`config.mk`:
```
export PLATFORM = sky130hd
export DESIGN_NAME = uart_tx_arbiter
export DESIGN_NICKNAME = d
export VERILOG_FILES = /design/src/rtl/uart_pkg.sv /design/src/rtl/uart_rr_pick.sv /design/src/rtl/uart_tx_arbiter.sv
export SDC_FILE = /design/constraint.sdc
export NUM_CORES = 1
export LEC_CHECK = 0
export ABC_AREA = 1
export ABC_CLOCK_PERIOD_IN_PS = 3100
export CORE_MARGIN = 10
export CORE_UTILIZATION = 48
export CTS_CLUSTER_SIZE = 24
export DETAILED_ROUTE_END_ITERATION = 7
export HOLD_SLACK_MARGIN = 0.06
export PLACE_DENSITY = 0.81
export REMOVE_ABC_BUFFERS = 1
export SLEW_MARGIN = 20
export SYNTH_ARGS = -nofsm -noshare
export SYNTH_HDL_FRONTEND = slang
export SYNTH_HIERARCHICAL = 1
export SYNTH_SLANG_ARGS = --single-unit
```
`constraint.sdc`:
```
create_clock -name clock -period 3.1 [get_ports clock]
set_clock_uncertainty 0.2 [all_clocks]
set_input_delay 0.465 -clock clock [delete_from_list [all_inputs] [get_ports clock]]
set_output_delay 0.465 -clock clock [all_outputs]
set_load 0.01 [all_outputs]
```
`src/rtl/uart_pkg.sv`:
```
// rtl/uart_pkg.sv - shared constants and round-robin helper for the UART TX arbiter
package uart_pkg;

    // Arbiter states: ARB looks for a winner, WAIT holds until the serializer finishes.
    localparam logic [0:0] ARB  = 1'b0;
    localparam logic [0:0] WAIT = 1'b1;

    localparam int UART_BYTE_W = 8;

    // Widest requester set the helper below can search.
    localparam int RR_MAX_REQ = 8;

    // Returns the first set bit of mask at or after ptr, wrapping modulo n.
    // When mask is empty the pointer is returned; callers qualify with |mask.
    function automatic logic [2:0] rr_next(input logic [2:0] ptr,
                                           input logic [7:0] mask,
                                           input int         n);
        logic [2:0] pick;
        int         j;
        pick = ptr;
        // Walk from the farthest candidate back to ptr so the nearest hit wins.
        for (int k = RR_MAX_REQ - 1; k >= 0; k--) begin
            if (k < n) begin
                j = int'(ptr) + k;
                if (j >= n) begin
                    j = j - n;
                end
                if (mask[j[2:0]]) begin
                    pick = j[2:0];
                end
            end
        end
        return pick;
    endfunction

endpackage

```
`src/rtl/uart_rr_pick.sv`:
```
// rtl/uart_rr_pick.sv - combinational round-robin priority picker
//
// i_mask  : candidate bit per requester
// i_ptr   : index with highest priority this round
// o_idx   : winning index (meaningless when o_found=0)
// o_found : at least one candidate present
module uart_rr_pick #(
    parameter int NUM_REQ = 4,
    parameter int IDX_W   = $clog2(NUM_REQ)
) (
    input  logic [NUM_REQ-1:0] i_mask,
    input  logic [IDX_W-1:0]   i_ptr,
    output logic [IDX_W-1:0]   o_idx,
    output logic               o_found
);
    import uart_pkg::*;

    logic [2:0] ptr_ext;
    logic [7:0] mask_ext;
    logic [2:0] pick;

    always_comb begin
        ptr_ext  = 3'(i_ptr);
        mask_ext = 8'(i_mask);
        pick     = rr_next(ptr_ext, mask_ext, NUM_REQ);
        o_idx    = IDX_W'(pick);
        o_found  = |i_mask;
    end

endmodule

```
`src/rtl/uart_tx_arbiter.sv`:
```
// rtl/uart_tx_arbiter.sv - round-robin sharer of one uart_tx serializer with packet locking
//
// clock, reset  : system clock, asynchronous active-high reset
// i_req_valid   : per-requester byte valid, held until o_req_ready
// i_req_data    : per-requester byte, requester r at [8r+7:8r]
// i_req_last    : byte closes the requester's packet
// o_req_ready   : one-hot, one-cycle accept pulse
// o_tx_avail    : one-cycle data-available pulse to the serializer
// o_tx_byte     : byte presented to the serializer
// i_tx_active   : serializer busy
// i_tx_done     : serializer finished a byte (one-cycle pulse)
// o_grant_id    : last granted requester
// o_locked      : packet lock held by o_grant_id
// o_timeout     : sticky watchdog expiry flag
module uart_tx_arbiter #(
    parameter int NUM_REQ        = 4,
    parameter int LOCK_ON_PACKET = 1,
    parameter int TIMEOUT_CLKS   = 32768,
    parameter int CNT_W          = 16,
    localparam int IDX_W         = $clog2(NUM_REQ)
) (
    input  logic                   clock,
    input  logic                   reset,
    input  logic [NUM_REQ-1:0]     i_req_valid,
    input  logic [8*NUM_REQ-1:0]   i_req_data,
    input  logic [NUM_REQ-1:0]     i_req_last,
    output logic [NUM_REQ-1:0]     o_req_ready,
    output logic                   o_tx_avail,
    output logic [7:0]             o_tx_byte,
    input  logic                   i_tx_active,
    input  logic                   i_tx_done,
    output logic [IDX_W-1:0]       o_grant_id,
    output logic                   o_locked,
    output logic                   o_timeout
);
    import uart_pkg::*;

    logic [0:0]               state_q, state_d;
    logic [IDX_W-1:0]         ptr_q, ptr_d;
    logic [CNT_W-1:0]         cnt_q, cnt_d;
    logic [NUM_REQ-1:0]       ready_q, ready_d;
    logic                     avail_q, avail_d;
    logic [UART_BYTE_W-1:0]   byte_q, byte_d;
    logic [IDX_W-1:0]         gid_q, gid_d;
    logic                     locked_q, locked_d;
    logic                     timeout_q, timeout_d;

    logic [NUM_REQ-1:0]       elig;
    logic [IDX_W-1:0]         win_idx;
    logic                     win_found;
    logic [UART_BYTE_W-1:0]   win_byte;
    logic                     win_last;

    // While locked only the holder of the lock (last grantee) may compete.
    always_comb begin
        elig = '0;
        for (int r = 0; r < NUM_REQ; r++) begin
            elig[r] = i_req_valid[r] && (!locked_q || (gid_q == IDX_W'(r)));
        end
    end

    uart_rr_pick #(
        .NUM_REQ (NUM_REQ),
        .IDX_W   (IDX_W)
    ) u_pick (
        .i_mask  (elig),
        .i_ptr   (ptr_q),
        .o_idx   (win_idx),
        .o_found (win_found)
    );

    always_comb begin
        win_byte = '0;
        win_last = 1'b0;
        for (int r = 0; r < NUM_REQ; r++) begin
            if (win_idx == IDX_W'(r)) begin
                win_byte = i_req_data[8*r +: 8];
                win_last = i_req_last[r];
            end
        end
    end

    always_comb begin
        state_d   = state_q;
        ptr_d     = ptr_q;
        cnt_d     = cnt_q;
        ready_d   = '0;
        avail_d   = 1'b0;
        byte_d    = byte_q;
        gid_d     = gid_q;
        locked_d  = locked_q;
        timeout_d = timeout_q;

        if (state_q == ARB) begin
            // i_tx_done is deliberately ignored here: a done arriving in ARB is
            // stale, left over from a byte that was in flight across a reset.
            cnt_d = '0;
            if (!i_tx_active && win_found) begin
                byte_d = win_byte;
                gid_d  = win_idx;
                for (int r = 0; r < NUM_REQ; r++) begin
                    ready_d[r] = (win_idx == IDX_W'(r));
                end
                avail_d  = 1'b1;
                ptr_d    = (win_idx == IDX_W'(NUM_REQ - 1)) ? '0 : win_idx + 1'b1;
                locked_d = (LOCK_ON_PACKET != 0) && !win_last;
                state_d  = WAIT;
            end
        end else begin
            if (i_tx_done) begin
                cnt_d   = '0;
                state_d = ARB;
            end else if (cnt_q == CNT_W'(TIMEOUT_CLKS - 1)) begin
                // Serializer never reported done: drop the lock so one stuck
                // packet cannot starve everyone else.
                timeout_d = 1'b1;
                locked_d  = 1'b0;
                cnt_d     = '0;
                state_d   = ARB;
            end else begin
                cnt_d = cnt_q + 1'b1;
            end
        end
    end

    always_ff @(posedge clock or posedge reset) begin
        if (reset) begin
            state_q   <= ARB;
            ptr_q     <= '0;
            cnt_q     <= '0;
            ready_q   <= '0;
            avail_q   <= 1'b0;
            byte_q    <= '0;
            gid_q     <= '0;
            locked_q  <= 1'b0;
            timeout_q <= 1'b0;
        end else begin
            state_q   <= state_d;
            ptr_q     <= ptr_d;
            cnt_q     <= cnt_d;
            ready_q   <= ready_d;
            avail_q   <= avail_d;
            byte_q    <= byte_d;
            gid_q     <= gid_d;
            locked_q  <= locked_d;
            timeout_q <= timeout_d;
        end
    end

    assign o_req_ready = ready_q;
    assign o_tx_avail  = avail_q;
    assign o_tx_byte   = byte_q;
    assign o_grant_id  = gid_q;
    assign o_locked    = locked_q;
    assign o_timeout   = timeout_q;

endmodule
```
# Word-level counts from Yosys, hierarchy flattened
# Cells that the tools add are included.
# word_totals
register_bits,36
inputBits,44
out_inout_bits,17
wordCells,95
# classes
n_addsub,9
magnitude_cmp,8
eq_ne,9
n_mux,39
bitwise_logic,2
reduce_logical,19
# ops
op,count
$ge 32x4->1 const B,3
$mux 16,3
$mux 8,4
$mux 1,17
$add 16x1->16 const B,1
$eq 16x15->1 const B,1
$lt 3x4->1 const B,4
$bmux 1 s3,4
$mux 3,4
$mux 2,5
$sub 3x3->3 const B,3
$eq 2x2->1 const B,4
$mux 4,2
$add 2x2->3 const B,2
$reduce_and 3->1,2
$logic_and 1x1->1,5
$eq 2x1->1 const B,2
$logic_not 2->1,2
$logic_or 1x1->1,4
$reduce_or 4->1,1
$add 2x1->3 const B,1
$ge 2x3->1 const B,1
$logic_not 1->1,3
$sub 2x3->3 const B,1
6 further kinds,7

# Depth between registers and ports, before layout
# Gate-level depths: netlist (run 1).
# depth
depth_word,17
depth_mapped,22
depth_no_buf,22

# Modules after synthesis
# Netlist (run 1), hierarchy kept.
# by_module_without_submodules
mod,n_inst,cells_each,area_each_um2,seq_area_each_um2
uart_tx_arbiter,1,248,1915.6,900.9
uart_rr_pick,1,48,211.5,0.0

# Least setup slack after synthesis (run 1)
# Ideal clock, no wire load.
# synth_timing
path_kind,register -> register
startpoint,register gid_q[1] (netlist: o_grant_id[1])
endpoint,register locked_q (netlist: o_locked)
setup_time_ns,0.066
arrival_time_ns,2.347
required_time_ns,2.834
path_slack_ns,0.487
stages_incl_launch_ff,22
path_buffers,1
synth_period_minus_slack_ns,2.613
cell_sequence,dfrtp_1 > inv_1 > nand2_1 > a21boi_0 > inv_1 > o21ai_0 > nand2_1 > nand2_1 > nand2_1 > nand2_1 > nand2_1 > nand2_1 > nand2_1 > inv_1 > ha_1 > buf_2 > clkinv_1 > nor2_1 > nor2_1 > a21oi_1 > nand2_1 > nand2_1
# synth_between
elab_chain_len,17
word_cells_on_any_way,39
classes_between,6 x eq/ne; 18 x mux; 15 x reduce/logical
# synth_rtl
item,line,source
start: declaration,uart_tx_arbiter.sv:44,"logic [IDX_W-1:0] gid_q, gid_d;"
start signal: assignment,uart_tx_arbiter.sv:144,gid_q <= gid_d;
$eq 2x1->1 (*),uart_tx_arbiter.sv:58,elig[r] = i_req_valid[r] && (!locked_q || (gid_q == IDX_W'(r)));
$logic_or 1x1->1 (*),uart_tx_arbiter.sv:58,
$logic_and 1x1->1 (*),uart_tx_arbiter.sv:58,
via elig[1],uart_tx_arbiter.sv:48,logic [NUM_REQ-1:0] elig;
$bmux 1 s3,uart_pkg.sv:28,if (mask[j[2:0]]) begin
$mux 1 (not written as such),uart_pkg.sv:28,
$mux 2 (3 in series),uart_pkg.sv:28,
$mux 2 (*),uart_pkg.sv:28,
via win_idx[0],uart_tx_arbiter.sv:49,logic [IDX_W-1:0] win_idx;
$logic_not 2->1,uart_tx_arbiter.sv:76,if (win_idx == IDX_W'(r)) begin
$mux 1 (3 in series),uart_tx_arbiter.sv:76,
$mux 1 (*),uart_tx_arbiter.sv:76,
$logic_not 1->1 (*),uart_tx_arbiter.sv:106,locked_d = (LOCK_ON_PACKET != 0) && !win_last;
$mux 1 (*),uart_tx_arbiter.sv:98,if (!i_tx_active && win_found) begin
$mux 1 (*),uart_tx_arbiter.sv:94,if (state_q == ARB) begin
end signal: assignment,uart_tx_arbiter.sv:145,locked_q <= locked_d;
end: declaration,uart_tx_arbiter.sv:45,"logic locked_q, locked_d;"
# Mark *: on every way through the listed nets, which the timed path passes. The rest lies on a longest branch. The select of a mux whose other input is x is not followed.
# A chain may end at the register's enable or synchronous reset.

# Worst setup path in the final report (run 1)
# layout_timing
startpoint,input i_req_valid[3]
endpoint,register locked_q (netlist: o_locked)
# layout_between
elab_chain_len,15
word_cells_on_any_way,28
classes_between,3 x eq/ne; 18 x mux; 7 x reduce/logical
# layout_rtl
item,line,source
start: declaration,uart_tx_arbiter.sv:24,"input logic [NUM_REQ-1:0] i_req_valid,"
$logic_and 1x1->1 (*),uart_tx_arbiter.sv:58,
via elig[3],uart_tx_arbiter.sv:48,
$bmux 1 s3,uart_pkg.sv:28,
$mux 1 (not written as such),uart_pkg.sv:28,
$mux 2 (3 in series),uart_pkg.sv:28,
$mux 2 (*),uart_pkg.sv:28,
via win_idx[0],uart_tx_arbiter.sv:49,
$logic_not 2->1,uart_tx_arbiter.sv:76,
$mux 1 (3 in series),uart_tx_arbiter.sv:76,
$mux 1 (*),uart_tx_arbiter.sv:76,
$logic_not 1->1 (*),uart_tx_arbiter.sv:106,
$mux 1 (*),uart_tx_arbiter.sv:98,
$mux 1 (*),uart_tx_arbiter.sv:94,
# Marked as above.

==> results of run 1 <==
==> repair_timing <==
action | 4_1_cts | 5_1_grt
setup endpoints to repair | 0 | 9
buffers inserted | 0 | 0
gates resized for setup | 0 | 8
==> per-layer routing <==
layer / part of all wire [%] / wire length, µm / track usage [%]
met3: 10 / 577 / 8.63
met5: 0 / 0 / 0
met4: 1.2 / 68 / 4.86
met2: 45 / 2500 / 23.8
met1: 43 / 2380 / 18.0
==> power groups by stage <==
stage | combinational, mW | clock, mW | sequential (mW)
4_1_cts | 1.59 | 0.346 | 0.662
3_5_place_dp | 1.58 | 0 | 0.671
3_3_place_gp | 1.54 | 0 | 0.667
6_report | 1.63 | 0.338 | 0.664
2_1_floorplan | 0.951 | 0 | 0.698
5_1_grt | 1.82 | 0.361 | 0.684
==> logic make-up (layout without fill, tap and decap cells) <==
| group | after synthesis | in the layout | synth area share (%) |
|---|---|---|---|
| xor gates and xnor gates | 5 | 5 | 2.06 |
| buffers and inverters | 44 | 115 | 8.18 |
| DFF | 36 | 36 | 42.4 |
| and+or+nand+nor | 171 | 171 | 34.1 |
| AOI/OAI and AO/OA | 34 | 34 | 9.82 |
| adders and majority gates | 6 | 6 | 3.53 |
==> cell usage after synthesis, drive strengths merged <==
cell and n:
o31ai 1, a31oi 1, or2 1, o21bai 2
o21ai 7, nand3 21, o211ai 8, nor2 38
a21boi 4, xnor2 1, nand4 3, clkbuf 3
dfrtp 36, nand2 105, ha 6, inv 37
nor3 3, xor2 4, clkinv 2, a21oi 11
buf 2
==> worst max path at each step <==
stage                            to                 startpoint
2_1_floorplan  o_locked$_DFFE_PP0P_  o_grant_id[1]$_DFFE_PP0P_
3_3_place_gp   o_locked$_DFFE_PP0P_             i_req_valid[3]
5_1_grt        o_locked$_DFFE_PP0P_             i_req_valid[1]
6_report       o_locked$_DFFE_PP0P_             i_req_valid[3]
3_5_place_dp   o_locked$_DFFE_PP0P_             i_req_valid[1]
4_1_cts        o_locked$_DFFE_PP0P_             i_req_valid[1]
==> through the flow <==
stage | util, % | total power [mW] | instances | TNS [ns]
after floorplan | - | 1.65 | 291 | 0
after global placement | 65.2 | 2.21 | 410 | 0
after detailed placement | 65.2 | 2.25 | 410 | -0.807
after CTS | 67.2 | 2.60 | 418 | 0
after global routing | 67.5 | 2.87 | 419 | 0
final | 67.5 | 2.63 | 419 | 0
==> registers in the layout, indices dropped and copies added (netlist names) <==
name	count
o_timeout	1
ptr_q	2
o_grant_id	2
o_locked	1
state_q	1
cnt_q	16
o_req_ready	4
o_tx_byte	8
o_tx_avail	1
==> area by class of cell <==
cell class	count	area (µm²)	area share [%]
tap	52	65.1	2.23
timing repair inverter	1	5.00	0.171
sequential	36	901	30.8
clock inverter	3	18.8	0.643
multi-input combinational	216	1060	36.2
clock buffer	5	68.8	2.36
timing repair buffer	67	653	22.4
inverter	39	150	5.14
==> results_dict.tcl, run 1 <==
set metrics [dict create \
    synth_cells 296 \
    holdCritPathClass "reg -> reg" \
    synth-seq-cells 36 \
    p_per_area_nw_per_um2 901 \
    area.growth.synth_to_final_pct 37.3 \
    synth_top_cell_area_share_pct 42.4 \
    max_stage_delay_ns 0.45 \
    drt_iter0_markers 106 \
    wl_per_cell_um 13.2 \
    gp_congestion 0.843 \
    cp-start-kind "input pin" \
    worst_pin_slew_ns 0.483 \
    relSlewSlack_pct 67.7 \
    core.rowCount 24 \
    cap_violations 0 \
    drt_pass1_iterations 4 \
    dp_slack_ns -0.138 \
    worst-path-buf-inv 4 \
    clock_power_share_pct 12.8 \
    fmax_mhz 359 \
    leakage_nw 1.38 \
    final.min_clock_period_ns 2.79 \
    cp_data_required_time_ns 3.14 \
    ioPinCount 61 \
    hold_viol_final 0 \
    worst_slack_ns 0.313 \
    power.share.sequential_pct 25.3 \
    cts.sinks 36 \
    ant_nets 0 \
    holdPathStages 1 \
    die_x_um 86.6 \
    core_area_um2 4320 \
    r2r_start "ptr_q[0]$_DFFE_PP0P_" \
    ctsHtreeMaxLevel 2 \
    mostFrequentLayoutCells "nand2_1 (101), clkdlybuf4s50_1 (60), inv_1 (36), dfrtp_1 (36), nor2_1 (35)" \
    grt_pass1_wl_um 9350 \
    hp-start "cnt_q[0]$_DFF_PP0_" \
    die_y_um 86.6 \
    end_kind "register" \
    cpMaxStageDelayCell "clkdlybuf4s50_1" \
    crit_cells 18 \
    seq_area_frac_synth_pct 42.4 \
    cts_buffers 5 \
    final_common_cell "nand2_1" \
    ir_drop_uv 860 \
    hold_ws_ns 0.270 \
    hold_end "cnt_q[0]$_DFF_PP0_" \
    ctsLongestPathBuffers 2 \
    drive_above_1_share_pct 8.17 \
    cts_hold_buffers 0 \
    design_area_um2 2920 \
    syn-cell-area_um2 2130 \
    vias_per_cell 4.97 \
    dpl.hpwl_um 4350 \
    die_area_um2 7490 \
    grt_usage_pct 15.5 \
    drc 0 \
    clk_root_buffer_cell "clkbuf_8" \
    vias 2081 \
    synth_area_per_cell_um2 7.19 \
    crit_arrival_ns 2.82 \
    synth.largest_area_cell "dfrtp_1" \
    path_class "in -> reg" \
    ys_types 28 \
    critPathMaxFanout 9 \
    finalSetupViolations 0 \
    reg2reg_to "o_locked$_DFFE_PP0P_" \
    synth_area_leaders "dfrtp_1 (42%), nand2_1 (18%), inv_1 (6.4%), nor2_1 (6.2%), nand3_1 (4.5%)" \
    status "finished, final reports clean" \
    clkTransAtPathRegs_ns 0.08 \
    nFillCells 374 \
    antenna_found_initial 0 \
    min_period_over_period_pct 89.9 \
    diodes 0 \
    crit_family "buffers and inverters" \
    wirelength_um 5540 \
    switchingPower_mw 1.22 \
    initial_core_util_pct 49.2 \
    ys.warnings.count 6 \
    crit_top_cell "nand2_1" \
    cp_cell_sequence "clkdlybuf4s50_1 -> a21boi_0 -> inv_1 -> o21ai_1 -> nand2_1 -> nand2_1 -> nand2_1 -> nand2_1 -> nand3_1 -> nand2_1 -> inv_1 -> ha_2 -> buf_4 -> a21oi_1 -> nand2_1 -> a21oi_1 -> nand2_1 -> nand2_1" \
    swShare_pct 46.4 \
    clock_latency_ns 0.30 \
    combPwrFrac_pct 61.9 \
    reg2reg_depth 17 \
    grt_pass1_vias 2039 \
    r2r_setup_slack_ns 0.34 \
    cts_tree "built" \
    placed_area_um2 2820 \
    drv_slew 0 \
    grt_max_degree 37 \
    rsz0062_at_grt "false" \
    port_buffers 60 \
    fin_nets 416 \
    grt-ovfl-total 0 \
    p_int_mw 1.41 \
]
Note: power is estimated with default switching activity, not from simulation.
==> run 2, diff against run 1 <==
Settings changed: CORE_ASPECT_RATIO set to 0.7, SLEW_MARGIN 20 to 25.
==> run 2 against run 1 <==
Critical path depth grew 2. Register-to-register slack lost 0.08 ns. Sequential cell count is the same. First-iteration DRC count shrank 35%. Maximum frequency shrank 2.2%. Wire length grew 1.4%. Clock-buffer cell count grew 1. Cell count grew 0.48%. Clock power shrank 7.4%. Sequential share of layout area grew 0.066 points. Via count grew 2.2%. Critical endpoint is now o_tx_byte[7]$_DFFE_PP0P_. Largest power group unchanged.
==> results_dict.tcl, run 2 (synthesized netlist as in run 1, its figures left out) <==
set metrics [dict create \
    p_total_mw 2.63 \
    finalSetupViolations 0 \
    dpl.hpwl_um 4430 \
    die_y_um 75.7 \
    drt_pass1_iterations 4 \
    die_x_um 99.6 \
    cp_cell_sequence "clkdlybuf4s50_1 -> a21boi_0 -> inv_1 -> o21ai_1 -> nand2_1 -> nand2_1 -> nand2_1 -> nand2_1 -> nand2_1 -> nand2_1 -> nand2_1 -> inv_2 -> ha_1 -> inv_1 -> nor2_1 -> buf_4 -> nand2_1 -> nand2_1 -> o21ai_0 -> o211ai_1" \
    r2r_start "ptr_q[0]$_DFFE_PP0P_" \
    ioPinCount 61 \
    antenna_found_initial 0 \
    core.rowCount 20 \
    worst_pin_slew_ns 0.473 \
    cts.sinks 36 \
    nFillCells 342 \
    rsz0062_at_grt "false" \
    drt_iter0_markers 69 \
    port_buffers 60 \
    clkTransAtPathRegs_ns 0.07 \
    cts_hold_buffers 0 \
    design_area_um2 2910 \
    crit_arrival_ns 2.85 \
    wl_per_cell_um 13.3 \
    final_cells 421 \
    diodes 0 \
    path_class "in -> reg" \
    cts_buffers 5 \
    cts_tree "built" \
    cap_violations 0 \
    fin_nets 416 \
    max_stage_delay_ns 0.45 \
    drive_above_1_share_pct 7.65 \
    ir_drop_uv 624 \
    multi_input_area_um2 1060 \
    dp_slack_ns -0.156 \
    regArea_um2 901 \
    ant_nets 0 \
    fmax_mhz 351 \
    holdCritPathClass "reg -> reg" \
    leakage_nw 1.38 \
    clk_root_buffer_cell "clkbuf_8" \
    worst_slack_ns 0.250 \
    holdPathStages 1 \
    final.min_clock_period_ns 2.85 \
    ctsResizeCount 0 \
    place_inst 414 \
    hold_end "cnt_q[0]$_DFF_PP0_" \
    r2r_setup_slack_ns 0.26 \
    grt_usage_pct 15.5 \
    p_per_area_nw_per_um2 902 \
    critPathMaxFanout 8 \
    fin_setup_tns_ns 0 \
    largest_reg_flops 16 \
    grt_pass1_vias 2110 \
    clock_latency_ns 0.29 \
    ctsLongestPathBuffers 2 \
    ctsHtreeMaxLevel 2 \
    hold_viol_final 0 \
    relSlewSlack_pct 68.4 \
    grt_pass1_wl_um 9480 \
    reg2reg_to "o_tx_byte[7]$_DFFE_PP0P_" \
    grt_max_degree 37 \
    mostFrequentLayoutCells "nand2_1 (101), clkdlybuf4s50_1 (60), dfrtp_1 (36)" \
    grt-ovfl-total 0 \
    regMostFlops "cnt_q" \
    placed_area_um2 2830 \
    end_kind "register" \
    cp-start-kind "input pin" \
    die_area_um2 7540 \
    wirelength_um 5610 \
    final_common_cell "nand2_1" \
    hp-start "cnt_q[0]$_DFF_PP0_" \
    initial_core_util_pct 49.4 \
    cp_data_required_time_ns 3.10 \
    drc 0 \
    drv_slew 0 \
    vias_per_cell 5.05 \
    cpMaxStageDelayCell "clkdlybuf4s50_1" \
    worst-path-buf-inv 5 \
    core_area_um2 4300 \
    vias 2127 \
    crit_top_cell "nand2_1" \
    status "finished, final reports clean" \
    gp_congestion 0.859 \
    crit_family "buffers and inverters" \
    area.growth.synth_to_final_pct 37.0 \
    min_period_over_period_pct 91.9 \
    reg2reg_depth 19 \
    cts_setup_buffers 0 \
]
run 2: cell types whose count changed in the layout (fill, tap and decap cells not counted):
cell        before  now
a21boi_1         3    1
a21boi_0         1    2
a21boi_2         0    1
buf_4            7    8
clkbuf_1         0    1
clkinv_1         1    2
clkinv_2         2    1
clkinv_4         1    0
clkinvlp_2       1    0
clkinvlp_4       1    0
ha_1             5    6
ha_2             1    0
inv_1           36   35
inv_2            1    2
run 2: area by class of cell:
type                            instances  area share, %
Multi-Input combinational cell        216           36.4
Sequential cell                        36           30.9
Timing Repair Buffer                   68           22.7
Inverter                               39           5.02
Clock buffer                            6           2.49
Tap cell                               55           2.36
Clock inverter                          1          0.172
run 2: worst reg2reg max path: cells and delay by family (launching register included):
family / cells / cell delay [ns]
buffers and inverters: 5 / 0.54
DFF: 1 / 0.53
AOI/OAI and AO/OA: 2 / 0.26
adders and majority gates: 2 / 0.49
and+or+nand+nor: 10 / 0.75
run 2: worst max-delay path by stage:
| stage | to | start | cells past startpoint | slack, ns |
|---|---|---|---|---|
| 6_report | o_tx_byte[7]$_DFFE_PP0P_ | i_req_valid[3] | 20 | 0.25 |
| 5_1_grt | o_tx_byte[7]$_DFFE_PP0P_ | i_req_valid[2] | 20 | 0.007 |
| 4_1_cts | o_tx_byte[7]$_DFFE_PP0P_ | i_req_valid[1] | 20 | 0.13 |
| 3_5_place_dp | o_tx_byte[7]$_DFFE_PP0P_ | i_req_valid[1] | 20 | -0.16 |
| 3_3_place_gp | o_locked$_DFFE_PP0P_ | i_req_valid[0] | 20 | 0.05 |
| 2_1_floorplan | o_locked$_DFFE_PP0P_ | o_grant_id[1]$_DFFE_PP0P_ | 20 | 0.43 |
run 2: power by group:
group	switching (mW)	total (mW)	internal, mW
Sequential	0.0864	0.666	0.580
Clock	0.160	0.313	0.153
Combinational	0.952	1.65	0.697
Total	1.20	2.63	1.43
run 2: stage by stage:
step                      utilization [%]  hold WS, ns
final                                67.7        0.276
after global routing                 67.7        0.299
after CTS                            67.5        0.278
after detailed placement             65.7        0.268
after global placement               65.7        0.251
after floorplan                         -        0.232
run 2: routing by layer:
metal | routed length [µm] | up-vias | global-route usage [%]
li1 | - | 1069 | -
met5 | 0 | - | 0
met4 | 40 | 0 | 3.17
met1 | 2460 | 993 | 17.5
met2 | 2550 | 58 | 25.6
met3 | 568 | 7 | 8.61
==> run 3, diff against run 2 <==
Settings changed: ABC_AREA 1 to unset, PLACE_DENSITY 0.81 to 0.8.
==> run 3 against run 2 <==
The run now ends with negative setup slack left. Utilization rose by 6.2 points. Wire length rose by 15%. Worst hold slack got worse by 0.0059 ns. Area after synthesis rose by 2.8%.
==> results_dict.tcl, run 3 <==
set metrics [dict create \
    synth_area_leaders "dfrtp_1 (41%), a21oi_1 (5.0%), nor2_1 (4.6%), xnor2_1 (3.6%), ha_1 (3.4%)" \
    drv_slew 0 \
    grt-ovfl-total 0 \
    drt_pass1_iterations 4 \
    hold_ws_ns 0.270 \
    synth_top_cells_by_count "dfrtp_1 (36), nor2_1 (27), a21oi_1 (22)" \
    ir_drop_uv 832 \
    worst_slack_ns -0.00411 \
    drive_above_1_share_pct 21.2 \
    worst-path-buf-inv 4 \
    cap_violations 0 \
    fmax_mhz 322 \
    synth_cells 240 \
    cpMaxStageDelayCell "clkdlybuf4s50_1" \
    p_per_area_nw_per_um2 1100 \
    grt_pass1_vias 2059 \
    ys.warnings.count 6 \
    clkTransAtPathRegs_ns 0.07 \
    gp_congestion 0.886 \
    finalSetupViolations 1 \
    synth_top_cell_area_share_pct 41.2 \
    cp_cell_sequence "clkdlybuf4s50_1 -> a21boi_1 -> buf_4 -> mux2_4 -> a22oi_4 -> mux2_4 -> o2111ai_4 -> inv_2 -> ha_2 -> nor2b_4 -> buf_4 -> a221oi_2 -> o31ai_1 -> o22ai_1" \
    ioPinCount 61 \
    end_kind "register" \
    mostFrequentLayoutCells "clkdlybuf4s50_1 (60), dfrtp_1 (36), nor2_1 (27)" \
    ant_nets 0 \
    dpl.hpwl_um 4630 \
    grt_max_degree 37 \
    core_area_um2 4380 \
    cts_tree "built" \
    cp_data_required_time_ns 3.10 \
    drc 0 \
    critPathMaxFanout 7 \
    max_stage_delay_ns 0.39 \
    reg2reg_depth 13 \
    die_area_um2 7700 \
    path_class "in -> reg" \
    synth-edff-count 0 \
    synth-seq-cells 36 \
    ys.flop_type "dfrtp_1" \
    grt_usage_pct 15.6 \
    cts.sinks 36 \
    vias 2119 \
    clk_root_buffer_cell "clkbuf_8" \
    seq_area_frac_synth_pct 41.2 \
    clock_latency_ns 0.28 \
    synth_area_per_cell_um2 9.11 \
    synth.most_common_cell "dfrtp_1" \
    violations "negative setup slack" \
    holdPathStages 1 \
    grt_pass1_wl_um 9800 \
    ctsLongestPathBuffers 2 \
    die_x_um 101 \
    worst_pin_slew_ns 0.491 \
    port_buffers 60 \
    status "complete, but fails checks" \
    initial_core_util_pct 49.9 \
    async_flop_share_pct 100 \
    fin_setup_tns_ns -0.00411 \
    diodes 0 \
    final.min_clock_period_ns 3.10 \
    crit_family "compound AO/OA/AOI/OAI gates" \
    regMostFlops "cnt_q" \
    drt_iter0_markers 139 \
    wl_per_cell_um 17.2 \
    syn-cell-area_um2 2190 \
    area.growth.synth_to_final_pct 48.1 \
    die_y_um 76.5 \
    holdCritPathClass "reg -> reg" \
    hold_viol_final 0 \
    fin_nets 370 \
    rsz0062_at_grt "true" \
    ctsHtreeMaxLevel 2 \
    wirelength_um 6460 \
    leakage_nw 1.40 \
    relSlewSlack_pct 67.0 \
    crit_cells 14 \
    cp-start-kind "input pin" \
    min_period_over_period_pct 100 \
    crit_arrival_ns 3.11 \
    synth.largest_area_cell "dfrtp_1" \
    final_common_cell "clkdlybuf4s50_1" \
    core.rowCount 20 \
    antenna_found_initial 0 \
    vias_per_cell 5.64 \
    ys_types 50 \
    cts_buffers 5 \
    largest_reg_flops 16 \
]
[run 3: cell count changes after synthesis, moves of 7 or more]
| cell | delta |
|---|---|
| a211o_1 | +7 |
| a21oi_1 | +11 |
| a221oi_1 | +8 |
| inv_1 | -19 |
| nand2_1 | -81 |
| nand3_1 | -13 |
| nor2_1 | -8 |
| xnor2_1 | +8 |
[run 3: cells by family (layout without fill, tap and decap cells)]
logic type	count (synthesis)	in the layout	synth area share, %
adders and majority gates	6	6	3.43
AOI/OAI and AO/OA	63	63	20.6
DFF	36	36	41.2
muxes	6	6	3.38
and+or+nand+nor	88	88	20.6
buffers and inverters	30	111	6.35
xor gates and xnor gates	11	11	4.41
[run 3: layout make-up]
cell class | count | area (µm²)
multi-input cells | 174 | 1290
inverters | 17 | 63.8
clock buffers | 8 | 90.1
repair buffers | 86 | 825
well taps | 55 | 68.8
fillers | 283 | 1140
flip-flops and latches | 36 | 901
[run 3: metrics by stage]
| step | area, µm² | setup slack, ns | std cells | power, mW | util, % |
|---|---|---|---|---|---|
| 2_1_floorplan | 2110 | -0.229 | 227 | 1.77 | - |
| 3_3_place_gp | 2950 | -0.454 | 363 | 2.54 | 67.4 |
| 3_5_place_dp | 2950 | -0.515 | 363 | 2.58 | 67.4 |
| 4_1_cts | 3060 | 0.0700 | 371 | 2.98 | 69.8 |
| 5_1_grt | 3240 | -0.0905 | 376 | 3.78 | 73.9 |
| 6_report | 3240 | -0.00411 | 376 | 3.55 | 73.9 |
[run 3: timing repair]
| action | in CTS | in global routing |
|---|---|---|
| endpoints found under the setup margin | 8 | 9 |
| hold buffers | 0 | 0 |
| gates resized for setup | 4 | 28 |
| pin swaps | 0 | 6 |
| setup buffers | 0 | 5 |
| hold endpoints to repair | 0 | 0 |
[run 3: path summary, 6_finish.rpt]
kind,start,slack (ns),end
min in group asynchronous,reset,0.38,o_timeout$_DFFE_PP0P_
worst min-delay path,o_timeout$_DFFE_PP0P_,0.27,o_timeout$_DFFE_PP0P_
worst max-delay path,i_req_valid[2],-0.004,o_locked$_DFFE_PP0P_
max in group asynchronous,reset,2.00,cnt_q[13]$_DFF_PP0_
worst min register to register,o_timeout$_DFFE_PP0P_,0.27,o_timeout$_DFFE_PP0P_
worst max register to register,o_locked$_DFFE_PP0P_,0.04,o_locked$_DFFE_PP0P_
[run 3: metal layers]
| metal | share of wire, % | vias up | GRT usage, % |
|---|---|---|---|
| li1 | - | 1008 | - |
| met1 | 43 | 995 | 19.8 |
| met2 | 44 | 102 | 21.9 |
| met3 | 11 | 14 | 7.88 |
| met4 | 1.9 | 0 | 5.49 |
| met5 | 0 | - | 0 |
[run 3: power breakdown]
part           switching [mW]  total [mW]  internal, mW
Clock                   0.158       0.340         0.181
Sequential             0.0853       0.670         0.585
Combinational            1.22        2.54          1.33
